**src/rtl/ddr_rd_stream_if.sv**
```systemverilog
// DDR read channel between ddr_rd_stream (master) and the DDR read port (slave).
// The request side is valid/ready; the response side is valid-only and in request order.
interface ddr_rd_stream_if #(
  parameter int DDR_W  = 64,
  parameter int ADDR_W = 32,
  parameter int LEN_W  = 8
);
  logic [ADDR_W-1:0] rd_req_addr;
  logic [LEN_W-1:0]  rd_req_len;
  logic              rd_req_valid;
  logic              rd_req_ready;
  logic [DDR_W-1:0]  rd_resp_data;
  logic              rd_resp_valid;

  modport master (
    output rd_req_addr,
    output rd_req_len,
    output rd_req_valid,
    input  rd_req_ready,
    input  rd_resp_data,
    input  rd_resp_valid
  );

  modport slave (
    input  rd_req_addr,
    input  rd_req_len,
    input  rd_req_valid,
    output rd_req_ready,
    output rd_resp_data,
    output rd_resp_valid
  );
endinterface

```
**src/rtl/ddr_rd_stream.sv**
```systemverilog
// Issues one DDR read burst per tile row under a credit limit and forwards response beats.
// Optional stall counter output enabled by defining DDR_RD_STREAM_PERF_EN.
module ddr_rd_stream #(
  parameter int DDR_W           = 64,
  parameter int ADDR_W          = 32,
  parameter int LEN_W           = 8,
  parameter int MAX_OUTSTANDING = 4
) (
  input  logic              clk,
  input  logic              rst,
  input  logic              i_start,
  output logic              o_done,
  input  logic [ADDR_W-1:0] i_conf_base_addr,
  input  logic [3:0]        i_conf_row_num,
  input  logic [LEN_W-1:0]  i_conf_row_len,
  input  logic [ADDR_W-1:0] i_conf_row_stride,
  ddr_rd_stream_if.master   bus,
  output logic [DDR_W-1:0]  o_ddr_data,
  output logic              o_ddr_valid
`ifdef DDR_RD_STREAM_PERF_EN
  ,
  output logic [31:0]       o_perf_stall_cnt
`endif
);

  localparam int OW = $clog2(MAX_OUTSTANDING + 1);
  localparam logic [OW-1:0] MAX_OUT = OW'(MAX_OUTSTANDING);

  localparam logic [1:0] S_IDLE  = 2'd0;
  localparam logic [1:0] S_REQ   = 2'd1;
  localparam logic [1:0] S_DRAIN = 2'd2;

  logic [1:0]        r_state;
  logic [ADDR_W-1:0] r_addr;
  logic [ADDR_W-1:0] r_stride;
  logic [3:0]        r_row_num;
  logic [LEN_W-1:0]  r_row_len;
  logic [3:0]        r_req_cnt;
  logic [3:0]        r_rcv_cnt;
  logic [LEN_W-1:0]  r_beat_cnt;
  logic [OW-1:0]     r_outstanding;
  logic [DDR_W-1:0]  r_ddr_data;
  logic              r_ddr_valid;

  logic w_idle;
  logic w_start;
  logic w_req_valid;
  logic w_req_fire;
  logic w_last_req;
  logic w_beat;
  logic w_burst_done;
  logic w_op_done;

  assign w_idle       = (r_state == S_IDLE);
  assign w_start      = w_idle && i_start;
  assign w_req_valid  = (r_state == S_REQ) && (r_outstanding < MAX_OUT);
  assign w_req_fire   = w_req_valid && bus.rd_req_ready;
  assign w_last_req   = w_req_fire && (r_req_cnt == r_row_num);
  // Beats outside an operation are dropped and never touch the counters.
  assign w_beat       = !w_idle && bus.rd_resp_valid;
  assign w_burst_done = w_beat && (r_beat_cnt == r_row_len);
  assign w_op_done    = w_burst_done && (r_rcv_cnt == r_row_num);

  assign bus.rd_req_valid = w_req_valid;
  assign bus.rd_req_addr  = r_addr;
  assign bus.rd_req_len   = r_row_len;
  assign o_done           = w_idle;
  assign o_ddr_data       = r_ddr_data;
  assign o_ddr_valid      = r_ddr_valid;

  always_ff @(posedge clk) begin
    if (rst) begin
      r_state <= S_IDLE;
    end else begin
      case (r_state)
        S_IDLE:  if (i_start)    r_state <= S_REQ;
        S_REQ:   if (w_last_req) r_state <= S_DRAIN;
        S_DRAIN: if (w_op_done)  r_state <= S_IDLE;
        default:                 r_state <= S_IDLE;
      endcase
    end
  end

  // Configuration is captured once so the caller may change conf_* while busy.
  always_ff @(posedge clk) begin
    if (rst) begin
      r_stride  <= '0;
      r_row_num <= '0;
      r_row_len <= '0;
    end else if (w_start) begin
      r_stride  <= i_conf_row_stride;
      r_row_num <= i_conf_row_num;
      r_row_len <= i_conf_row_len;
    end
  end

  always_ff @(posedge clk) begin
    if (rst) begin
      r_addr    <= '0;
      r_req_cnt <= '0;
    end else if (w_start) begin
      r_addr    <= i_conf_base_addr;
      r_req_cnt <= '0;
    end else if (w_req_fire) begin
      r_addr    <= r_addr + r_stride;
      r_req_cnt <= r_req_cnt + 4'(1);
    end
  end

  always_ff @(posedge clk) begin
    if (rst || w_start) begin
      r_beat_cnt <= '0;
      r_rcv_cnt  <= '0;
    end else if (w_beat) begin
      if (w_burst_done) begin
        r_beat_cnt <= '0;
        r_rcv_cnt  <= r_rcv_cnt + 4'(1);
      end else begin
        r_beat_cnt <= r_beat_cnt + LEN_W'(1);
      end
    end
  end

  // Credits: a request consumes one, a completed burst returns one.
  always_ff @(posedge clk) begin
    if (rst || w_start) begin
      r_outstanding <= '0;
    end else begin
      case ({w_req_fire, w_burst_done})
        2'b10:   r_outstanding <= r_outstanding + OW'(1);
        2'b01:   r_outstanding <= r_outstanding - OW'(1);
        default: r_outstanding <= r_outstanding;
      endcase
    end
  end

  always_ff @(posedge clk) begin
    if (rst) begin
      r_ddr_valid <= 1'b0;
      r_ddr_data  <= '0;
    end else begin
      r_ddr_valid <= w_beat;
      if (w_beat) begin
        r_ddr_data <= bus.rd_resp_data;
      end
    end
  end

`ifdef DDR_RD_STREAM_PERF_EN
  logic [31:0] r_perf_stall;

  always_ff @(posedge clk) begin
    if (rst || w_start) begin
      r_perf_stall <= '0;
    end else if (w_req_valid && !bus.rd_req_ready && (r_perf_stall != 32'hFFFF_FFFF)) begin
      r_perf_stall <= r_perf_stall + 32'd1;
    end
  end

  assign o_perf_stall_cnt = r_perf_stall;
`endif

endmodule

```
**src/flat_wrapper.sv**
```systemverilog
// flat-port wrapper written by rule: the top's interface ports become plain ports
module ddr_rd_stream_flat 
#(
  parameter int DDR_W           = 64,
  parameter int ADDR_W          = 32,
  parameter int LEN_W           = 8,
  parameter int MAX_OUTSTANDING = 4
)
  (clk, rst, i_start, o_done, i_conf_base_addr, i_conf_row_num, i_conf_row_len, i_conf_row_stride, o_ddr_data, o_ddr_valid, bus_rd_req_addr, bus_rd_req_len, bus_rd_req_valid, bus_rd_req_ready, bus_rd_resp_data, bus_rd_resp_valid);
  ddr_rd_stream_if #(.DDR_W(DDR_W), .ADDR_W(ADDR_W), .LEN_W(LEN_W)) bus_i ();
  input  logic clk;
  input  logic rst;
  input  logic i_start;
  output logic o_done;
  input  logic [ADDR_W-1:0] i_conf_base_addr;
  input  logic [3:0] i_conf_row_num;
  input  logic [LEN_W-1:0] i_conf_row_len;
  input  logic [ADDR_W-1:0] i_conf_row_stride;
  output logic [DDR_W-1:0] o_ddr_data;
  output logic o_ddr_valid;
  output wire logic [$bits(bus_i.rd_req_addr)-1:0] bus_rd_req_addr;
  output wire logic [$bits(bus_i.rd_req_len)-1:0] bus_rd_req_len;
  output wire logic [$bits(bus_i.rd_req_valid)-1:0] bus_rd_req_valid;
  input wire logic [$bits(bus_i.rd_req_ready)-1:0] bus_rd_req_ready;
  input wire logic [$bits(bus_i.rd_resp_data)-1:0] bus_rd_resp_data;
  input wire logic [$bits(bus_i.rd_resp_valid)-1:0] bus_rd_resp_valid;
  assign bus_rd_req_addr = bus_i.rd_req_addr;
  assign bus_rd_req_len = bus_i.rd_req_len;
  assign bus_rd_req_valid = bus_i.rd_req_valid;
  assign bus_i.rd_req_ready = bus_rd_req_ready;
  assign bus_i.rd_resp_data = bus_rd_resp_data;
  assign bus_i.rd_resp_valid = bus_rd_resp_valid;
  ddr_rd_stream #(.DDR_W(DDR_W), .ADDR_W(ADDR_W), .LEN_W(LEN_W), .MAX_OUTSTANDING(MAX_OUTSTANDING)) u_core (.clk(clk), .rst(rst), .i_start(i_start), .o_done(o_done), .i_conf_base_addr(i_conf_base_addr), .i_conf_row_num(i_conf_row_num), .i_conf_row_len(i_conf_row_len), .i_conf_row_stride(i_conf_row_stride), .bus(bus_i), .o_ddr_data(o_ddr_data), .o_ddr_valid(o_ddr_valid));
endmodule
```
**config.mk**
```make
export PLATFORM = sky130hd
export DESIGN_NAME = ddr_rd_stream_flat
export DESIGN_NICKNAME = d
export VERILOG_FILES = /design/src/rtl/ddr_rd_stream_if.sv /design/src/rtl/ddr_rd_stream.sv /design/src/flat_wrapper.sv
export SDC_FILE = /design/constraint.sdc
export NUM_CORES = 1
export LEC_CHECK = 0
export BUFFER_PORTS_ARGS = -buffer_cell sky130_fd_sc_hd__buf_4
export CORE_UTILIZATION = 57
export CTS_BUF_LIST = sky130_fd_sc_hd__clkbuf_4
export DETAILED_ROUTE_END_ITERATION = 7
export GPL_TIMING_DRIVEN = 0
export PLACE_DENSITY_LB_ADDON = 0.3
export SLEW_MARGIN = 20
export SYNTH_ARGS = -nofsm -noshare
export SYNTH_HDL_FRONTEND = slang
export SYNTH_SLANG_ARGS = --single-unit
```
**constraint.sdc**
```tcl
create_clock -name clk -period 5 [get_ports clk]
set_clock_uncertainty 0.05 [all_clocks]
set_input_delay 0.75 -clock clk [delete_from_list [all_inputs] [get_ports clk]]
set_output_delay 0.75 -clock clk [all_outputs]
set_load 0.01 [all_outputs]
```
# Word-level counts from Yosys, hierarchy flattened
# Index checks and enable logic that the tools add are counted.
# word_totals
register_bits	162
inputBits	145
output_inout_bits	107
wordCells	51
# classes
addsub	6
magnitude_cmp	1
n_eq_ne	10
mux	8
n_reduce_logical	15
# op_table
operator	n
$mux 32	2
$add 32x32->32	1
$add 4x1->4 const B	2
$add 8x1->8 const B	1
$eq 4x4->1	2
$eq 8x8->1	1
$mux 8	1
$logic_and 1x1->1	7
$mux 2	3
$pmux 2 s3	1
$pmux 3 s2	1
$eq 2x1->1 const B	2
$eq 2x2->1 const B	2
$ne 2x1->1 const B	2
$reduce_bool 2->1	2
$add 3x1->3 const B	1
$lt 3x3->1 const B	1
$reduce_and 3->1	1
$sub 3x1->3 const B	1
$logic_not 2->1	1
$ne 2x2->1 const B	1
$reduce_and 2->1	1
$reduce_or 2->1	1
$logic_not 1->1	1
$logic_or 1x1->1	1

# Depth between registers and ports, before layout
# Gate-level depths: netlist (run 1).
# logic_depth
word_depth	7
depth_mapped	12
ltp_nobuf	11

# Least setup slack after synthesis (run 1)
# OpenSTA, ideal clock, no wires.
# synth_path
path_kind	input-to-reg
from	in bus_rd_req_ready
to	reg u_core.r_outstanding[2]
setup_ps	117
arrival_ps	2534
required_time_ps	4833
path_slack_ps	2298
stages	11
path_buffers	2
path_cell_list	and2_1 clkbuf_1 inv_2 clkbuf_1 ha_1 inv_1 fa_1 xor2_1 nor2_1 xnor2_1 nor2_1
# synth_between
elab_chain_cells	3
elab_cells_between_ends	5
classes_between	eq/ne: 2; mux: 1; reduce/logical: 2
# synth_lines
element	line_no	text
from (decl)	flat_wrapper.sv:24	input wire logic [$bits(bus_i.rd_req_ready)-1:0] bus_rd_req_ready;
$logic_and 1x1->1 *	ddr_rd_stream.sv:57	assign w_req_fire = w_req_valid && bus.rd_req_ready;
$eq 2x1->1 / $eq 2x2->1 (equally long branches)	ddr_rd_stream.sv:129	case ({w_req_fire, w_burst_done})
$pmux 3 s2 / $reduce_bool 2->1 (equally long branches)	-	
to (signal assigned)	ddr_rd_stream.sv:130	2'b10: r_outstanding <= r_outstanding + OW'(1);
to (signal assigned)	ddr_rd_stream.sv:131	2'b01: r_outstanding <= r_outstanding - OW'(1);
to (signal assigned)	ddr_rd_stream.sv:132	default: r_outstanding <= r_outstanding;
to (decl)	ddr_rd_stream.sv:41	logic [OW-1:0] r_outstanding;
# Mark *: on every way between the ends. The rest lies on a longest branch, timed or not.
# A chain may end at the register's enable or synchronous reset.

# Worst setup path in the final report (run 1)
# layout_path
from	reg u_core.r_state[0]
to	reg u_core.r_outstanding[2]
# layout_between
elab_chain_cells	6
elab_cells_between_ends	13
classes_between	eq/ne: 3; mux: 1; reduce/logical: 9
# layout_lines
element	line_no	text
from (decl)	ddr_rd_stream.sv:33	logic [1:0] r_state;
from (signal assigned)	ddr_rd_stream.sv:73	r_state <= S_IDLE;
from (signal assigned)	ddr_rd_stream.sv:76	S_IDLE: if (i_start) r_state <= S_REQ;
from (signal assigned)	ddr_rd_stream.sv:77	S_REQ: if (w_last_req) r_state <= S_DRAIN;
$logic_not 2->1	ddr_rd_stream.sv:54	assign w_idle = (r_state == S_IDLE);
$logic_not 1->1	ddr_rd_stream.sv:60	assign w_beat = !w_idle && bus.rd_resp_valid;
$logic_and 1x1->1	ddr_rd_stream.sv:60	
$logic_and 1x1->1	ddr_rd_stream.sv:61	assign w_burst_done = w_beat && (r_beat_cnt == r_row_len);
$eq 2x1->1 / $eq 2x2->1 (equally long branches)	ddr_rd_stream.sv:129	
$pmux 3 s2 / $reduce_bool 2->1 (equally long branches)	-	
# Parallel ways exist; a longest one is shown, timed or not.

==> results of run 1 <==
[power by group through the flow]
stage,registers (µW),logic (µW),clock network (µW)
finish,1460,776,681
global route,1460,845,746
CTS,1450,767,685
detailed placement,1480,761,0
global placement,1480,748,0
floorplan,1490,416,0
[layout by cell type, fill, tap and decap left out, drive strengths merged, types with 10 or more instances in the layout]
| cell type | count |
|---|---|
| nor2 | 66 |
| ha | 35 |
| o21ai | 25 |
| nand2 | 274 |
| buf | 258 |
| clkbuf | 73 |
| a21oi | 158 |
| inv | 11 |
| xor2 | 28 |
| nor3 | 10 |
| a311oi | 14 |
| xnor2 | 29 |
| nand3 | 10 |
| a21o | 18 |
| dfxtp | 162 |
[per-stage QoR]
step	util (%)	cell area, µm²	worst slack, ns	power, µW
floorplan	-	7860	2.30	1910
detailed placement	74.7	9970	1.63	2240
finish	76.4	10200	1.89	2910
global placement	74.7	9970	1.65	2230
global route	76.4	10200	1.79	3050
CTS	76.4	10200	1.94	2900
[layout make-up]
class                           count  share of cell area, %
Clock buffer                       18                   1.32
Clock inverter                     14                  0.908
Multi-Input combinational cell    771                   42.6
Inverter                           10                  0.368
Timing Repair Buffer              251                   18.5
Sequential cell                   162                   31.8
Antenna cell                        1                 0.0245
Buffer                             62                   2.29
Tap cell                          176                   2.16
[worst max-delay path: cells and delay by family (launching register included)]
| kind | cells | cell delay, ns |
|---|---|---|
| DFF | 1 | 0.37 |
| adders and majority gates | 2 | 0.67 |
| xor gates and xnor gates | 2 | 0.29 |
| buffers and inverters | 4 | 1.13 |
| and+or+nand+nor | 4 | 0.49 |
[registers in the layout (all words and copies together), names as in the netlist]
signal                  count
u_core.bus.rd_req_addr     32
u_core.r_beat_cnt           8
u_core.r_row_num            4
u_core.o_ddr_data          64
u_core.r_outstanding        3
u_core.r_state              2
u_core.r_stride            32
u_core.bus.rd_req_len       8
u_core.r_req_cnt            4
u_core.o_ddr_valid          1
u_core.r_rcv_cnt            4
[per-layer routing]
| metal | up-vias | share of wire [%] |
|---|---|---|
| met5 | - | 0 |
| met4 | 0 | 2.8 |
| met3 | 57 | 9.5 |
| met2 | 412 | 47 |
| met1 | 3853 | 41 |
| li1 | 3983 | - |
[worst max path at each step]
stage | startpoint | slack, ns | end
detailed placement | bus_rd_req_ready | 1.63 | u_core.r_outstanding[2]$_SDFFE_PP0P_
global route | u_core.r_state[0]$_SDFFE_PP0P_ | 1.79 | u_core.r_outstanding[2]$_SDFFE_PP0P_
floorplan | bus_rd_req_ready | 2.30 | u_core.r_outstanding[2]$_SDFFE_PP0P_
finish | u_core.r_state[0]$_SDFFE_PP0P_ | 1.89 | u_core.r_outstanding[2]$_SDFFE_PP0P_
CTS | u_core.r_state[0]$_SDFFE_PP0P_ | 1.94 | u_core.r_outstanding[2]$_SDFFE_PP0P_
global placement | bus_rd_req_ready | 1.65 | u_core.r_outstanding[2]$_SDFFE_PP0P_
[cells by family after synthesis]
family	Yosys count	synth area share (%)
simple gates	404	21.3
flops	162	41.2
fa+ha+maj	37	6.08
buf+inv	72	3.45
xor+xnor	57	6.35
mux	3	0.461
compound gates	270	21.2
==> impl_metrics.py, run 1 <==
metrics = {
    "outcome": {
        "status": "finished clean",
    },
    "global_routing": {
        "overflow": 0,
        "use_met2_pct": 56.3,
        "grt_antenna_before_repair": 1,
        "top_usage_layer": "met2",
        "use_met3_pct": 10.2,
        "grt_use_met1_pct": 43.2,
        "grt_max_degree": 17,
        "grt_util_all_layers_pct": 34.6,
        "grt_pass1_vias": 7960,
        "grt_pass1_wl_mm": 38.7,
    },
    "worst_hold_path": {
        "hp-class": "in -> reg",
        "hold_path_end": "u_core.o_ddr_data[4]$_SDFFE_PP0P_",
        "hold_depth": 3,
        "hold_start": "bus_rd_resp_data[4]",
    },
    "routing": {
        "routedWlPerCell_um": 16.9,
        "drc": 0,
        "ant_nets": 0,
        "firstDrtPassIters": 8,
        "drt_iter0_drc": 770,
        "vias": 8305,
        "viasPerCell": 5.67,
        "detail_route.wirelength_mm": 24.7,
    },
    "critical_path": {
        "cp_data_arrival_time_ns": 3.54,
        "crit_chain": "nor3b_1 -> and2_1 -> clkbuf_1 -> inv_2 -> clkbuf_1 -> ha_1 -> inv_1 -> fa_1 -> xor2_1 -> nor2_1 -> xnor2_1 -> nor2_1",
        "crit_path_max_incr_delay_ns": 0.56,
        "ff2ff_setup_slack_ns": 1.89,
        "reg2reg_to": "u_core.r_outstanding[2]$_SDFFE_PP0P_",
        "required_ns": 5.43,
        "cp-end-kind": "flop",
        "crit_path_top_delay_cell": "clkbuf_1",
        "crit_path_start_kind": "flop",
        "crit_fanout": 10,
        "timing.rr.start": "u_core.r_state[0]$_SDFFE_PP0P_",
        "r2r_cells": 12,
        "critPathKind": "reg -> reg",
    },
    "run": {
        "drv_cap": 0,
    },
    "floorplanning": {
        "start_util_pct": 58.9,
        "coreArea_um2": 13300,
        "dieHeight_um": 119,
        "rows": 42,
        "die_width_um": 119,
        "num_io_pins": 252,
        "die_area_um2": 14300,
    },
    "final_layout": {
        "layout.area.seq_um2": 3240,
        "multi_input_area_um2": 4350,
        "drive_above_1_share_pct": 23.0,
        "syn2layout_area_growth_pct": 29.7,
        "fillers": 1067,
        "layout.cells.non_filler": 1465,
        "fin_nets": 1457,
    },
    "synth": {
        "yosysMostFrequentCell": "nand2_1",
        "synth_ff_type": "dfxtp_1",
        "synthTopCellsByArea": "dfxtp_1, nand2_1, a21oi_1",
        "yosysTopAreaCellShare_pct": 41.2,
        "ys_seq_elements": 162,
        "netlist_area_um2": 7860,
        "netlist.top_cell.by_area": "dfxtp_1",
        "async_reset_ff_share_pct": 0,
        "syn_inst": 1005,
        "ys_seq_area_share_pct": 41.2,
        "synth_commonest_cells": "nand2_1, dfxtp_1, a21oi_1, nor2_1, clkbuf_1",
        "synth-edff-count": 0,
        "postSynthAreaPerCell_um2": 7.82,
        "syn-num-nets": 1187,
        "yosysWarnings": 0,
        "ys_types": 65,
    },
    "power": {
        "switching_share_pct": 34.2,
        "power.internal_uw": 1920,
        "peakVddDrop_v": 0.000251,
        "p_sw_uw": 997,
        "p_comb_share_pct": 26.6,
        "p_seq_share_pct": 50.0,
        "power_density_nw_per_um2": 286,
        "leakage_uw": 0.00444,
        "power_frac_clock_pct": 23.4,
    },
    "sta": {
        "setup_viol": 0,
        "setup_tns_ns": 0,
        "drv_slew": 0,
        "hold_ws_ns": 0.332,
        "worstMarginPinSlew_ns": 0.798,
        "relSlewSlack_pct": 46.8,
        "fin_crit_ns": 3.11,
        "max_freq_ghz": 0.321,
        "hold_viol": 0,
        "fin_crit_sh_pct": 62.2,
        "rsz0062_at_grt": "false",
    },
    "place": {
        "gp_congestion": 0.971,
        "port_buffers": 251,
        "post-dp-hpwl_mm": 18.9,
        "dp_cells": 1432,
    },
    "clock_network": {
        "cts.sinks": 162,
        "clk_transition_reported_paths_ns": 0.15,
        "cts_tree": "done",
        "root_buffer": "clkbuf_4",
        "cts-resized-gates": 0,
        "clock_latency_ns": 0.58,
        "cts_htree_levels": 4,
        "cts.path.max_buffers": 2,
        "cts-buffers-inserted": 17,
        "cts_hold_buffers": 0,
        "cts_setup_buffers": 0,
    },
}
(Power assumes the default switching activity.)
==> run 2: changes to the inputs <==
--- a/config.mk
+++ b/config.mk
@@ -6,7 +6,7 @@
 export NUM_CORES = 1
 export LEC_CHECK = 0
 export BUFFER_PORTS_ARGS = -buffer_cell sky130_fd_sc_hd__buf_4
-export CORE_UTILIZATION = 57
+export CORE_UTILIZATION = 48
 export CTS_BUF_LIST = sky130_fd_sc_hd__clkbuf_4
 export DETAILED_ROUTE_END_ITERATION = 7
 export GPL_TIMING_DRIVEN = 0
==> constraint.sdc (replaced) <==
create_clock -name clk -period 2.7 [get_ports clk]
set_clock_uncertainty 0.05 [all_clocks]
set_input_delay 0.405 -clock clk [delete_from_list [all_inputs] [get_ports clk]]
set_output_delay 0.405 -clock clk [all_outputs]
set_load 0.01 [all_outputs]
==> run 2 against run 1 <==
The flow now finishes with violations (setup timing). Routed wire length grew 16%. Die area grew 18%. Sequential power grew 85%. Worst hold slack lost 0.31 ns. Total power grew 100%. Non-clock buffer count grew 122. Combinational power grew 110%. Count of clock-buffer cells in the layout is the same. Largest cell class unchanged. Global-route usage shrank 1.3 points. Final area grew 15%.
==> impl_metrics.py, run 2 (synthesized netlist as in run 1, its figures left out) <==
metrics = {
    "sta": {
        "worstMarginPinSlew_ns": 0.808,
        "hold_ws_ns": 0.0175,
        "max_freq_ghz": 0.370,
        "setup_tns_ns": -0.000302,
        "drv_slew": 0,
        "fin_ws_ns": -0.000302,
        "setup_viol": 1,
        "relSlewSlack_pct": 46.1,
        "fin_crit_sh_pct": 100,
        "fin_crit_ns": 2.70,
        "rsz0062_at_grt": "true",
        "hold_viol": 0,
    },
    "final_layout": {
        "multi_input_area_um2": 4520,
        "drive_above_1_share_pct": 24.6,
        "largest_reg_flops": 64,
        "fin_nets": 1579,
        "syn2layout_area_growth_pct": 48.7,
        "fin_util_pct": 73.3,
        "final_common_cell": "nand2_1",
        "fillers": 1148,
        "final_cell_mix": "nand2_1, buf_4, dfxtp_1, a21oi_1, dlygate4sd3_1",
        "layout.area.seq_um2": 3250,
    },
    "global_routing": {
        "grt_util_all_layers_pct": 33.3,
        "grt_pass1_wl_mm": 43.2,
        "grt_antenna_before_repair": 1,
        "grt_pass1_vias": 8669,
        "grt_max_degree": 17,
        "overflow": 0,
    },
    "critical_path": {
        "reg2reg_to": "u_core.bus.rd_req_addr[30]$_SDFFE_PP0P_",
        "critPathBufInv": 1,
        "critPathKind": "reg -> reg",
        "crit_path_top_delay_cell": "dfxtp_4",
        "r2r_cells": 12,
        "timing.rr.start": "u_core.bus.rd_req_addr[0]$_SDFFE_PP0P_",
        "cp-end-kind": "flop",
        "ff2ff_setup_slack_ns": -0.0003,
        "crit_path_max_incr_delay_ns": 0.39,
        "crit_path_start_kind": "flop",
        "critical_path.top_delay_family": "compound AO/OA/AOI/OAI gates",
        "crit_chain": "ha_4 -> fa_2 -> a21oi_2 -> o21ai_2 -> a211oi_2 -> buf_4 -> o31ai_2 -> a21oi_2 -> o21ai_4 -> a311oi_2 -> xor2_1 -> a21oi_1",
        "required_ns": 3.11,
        "critPathMostFrequentCell": "a21oi_2",
        "crit_path_start": "u_core.bus.rd_req_addr[0]$_SDFFE_PP0P_",
        "crit_fanout": 3,
        "cp_data_arrival_time_ns": 3.11,
    },
    "routing": {
        "detail_route.wirelength_mm": 28.5,
        "routedWlPerCell_um": 17.5,
        "vias": 9027,
        "viasPerCell": 5.55,
        "ant_nets": 0,
        "firstDrtPassIters": 8,
        "drc": 0,
        "drt_iter0_drc": 538,
    },
    "worst_hold_path": {
        "hold_path_end": "u_core.bus.rd_req_addr[20]$_SDFFE_PP0P_",
        "hold_depth": 3,
        "hold_start": "i_conf_base_addr[20]",
        "hp-class": "in -> reg",
    },
    "clock_network": {
        "root_buffer": "clkbuf_4",
        "cts_tree": "done",
        "clock_latency_ns": 0.59,
        "clk_transition_reported_paths_ns": 0.14,
        "cts.path.max_buffers": 2,
        "cts.sinks": 162,
        "cts_htree_levels": 4,
        "cts-buffers-inserted": 17,
    },
    "floorplanning": {
        "coreArea_um2": 15900,
        "dieHeight_um": 130,
        "die_width_um": 130,
        "num_io_pins": 252,
        "start_util_pct": 49.3,
        "rows": 46,
        "die_area_um2": 16900,
    },
    "power": {
        "power_density_nw_per_um2": 498,
        "leakage_uw": 0.00501,
        "peakVddDrop_v": 0.000313,
    },
    "run": {
        "drv_cap": 0,
    },
    "outcome": {
        "status": "finished with violations",
        "failed_checks": "setup timing",
    },
    "place": {
        "post-dp-hpwl_mm": 18.8,
        "place_ws_ns": -0.439,
        "port_buffers": 251,
        "gp_congestion": 0.932,
    },
}
-- run 2: cell types whose count changed in the layout (fill, tap and decap cells not counted), sizes merged --
cell         change
bufinv           +1
buf             +15
clkinv           -5
inv              +5
clkbuf           -3
clkinvlp         -1
dlygate4sd3    +110
-- run 2: worst max-delay path by stage --
stage | cells past startpoint | to
final | 12 | u_core.bus.rd_req_addr[30]$_SDFFE_PP0P_
after global routing | 12 | u_core.bus.rd_req_addr[26]$_SDFFE_PP0P_
after detailed placement | 12 | u_core.r_outstanding[2]$_SDFFE_PP0P_
after global placement | 12 | u_core.r_outstanding[2]$_SDFFE_PP0P_
after CTS | 11 | u_core.r_outstanding[2]$_SDFFE_PP0P_
after floorplan | 11 | u_core.bus.rd_req_addr[26]$_SDFFE_PP0P_
-- run 2: stage by stage --
stage	area (µm²)	std cells	total power [µW]
6_report	11700	1627	5820
5_1_grt	11700	1627	6090
4_1_cts	11500	1623	5740
3_5_place_dp	10000	1472	4160
3_3_place_gp	10000	1472	4130
2_1_floorplan	7860	1005	3540
-- run 2: timing repair --
| action | CTS | global route |
|---|---|---|
| hold endpoints to repair | 110 | 0 |
| buffers inserted | 11 | 5 |
| pin swaps | 6 | 16 |
| endpoints found under the setup margin | 13 | 14 |
| gates resized for setup | 18 | 23 |
| hold buffers | 110 | 0 |
-- run 2: area by class of cell --
class | instances | area share (%)
timing repair buffer | 376 | 26.5
antenna | 1 | 0.0214
clock inverter | 14 | 1.25
sequential | 162 | 27.8
multi-input combinational | 771 | 38.7
tap | 216 | 2.31
inverter | 10 | 0.321
buffer | 59 | 1.94
clock buffer | 18 | 1.16
-- run 2: layer usage --
layer | vias up | part of all wire [%] | global-route usage [%]
met5 | - | 0 | 0
li1 | 4233 | - | -
met1 | 4238 | 39 | 38.8
met3 | 81 | 8.2 | 7.34
met4 | 0 | 3.6 | 13.3
met2 | 475 | 50 | 59.2
-- run 2: tightest hold or removal path: stages --
cell	delay (ns)
buf_4	0.07
o21ai_1	0.06
nor2_1	0.07
-- run 2: power by group --
part	total [µW]	internal, µW	leakage, µW	switching [µW]
clock network	1460	494	0.000140	971
logic	1660	767	0.00354	888
registers	2700	2560	0.00133	144
total	5820	3820	0.00501	2000
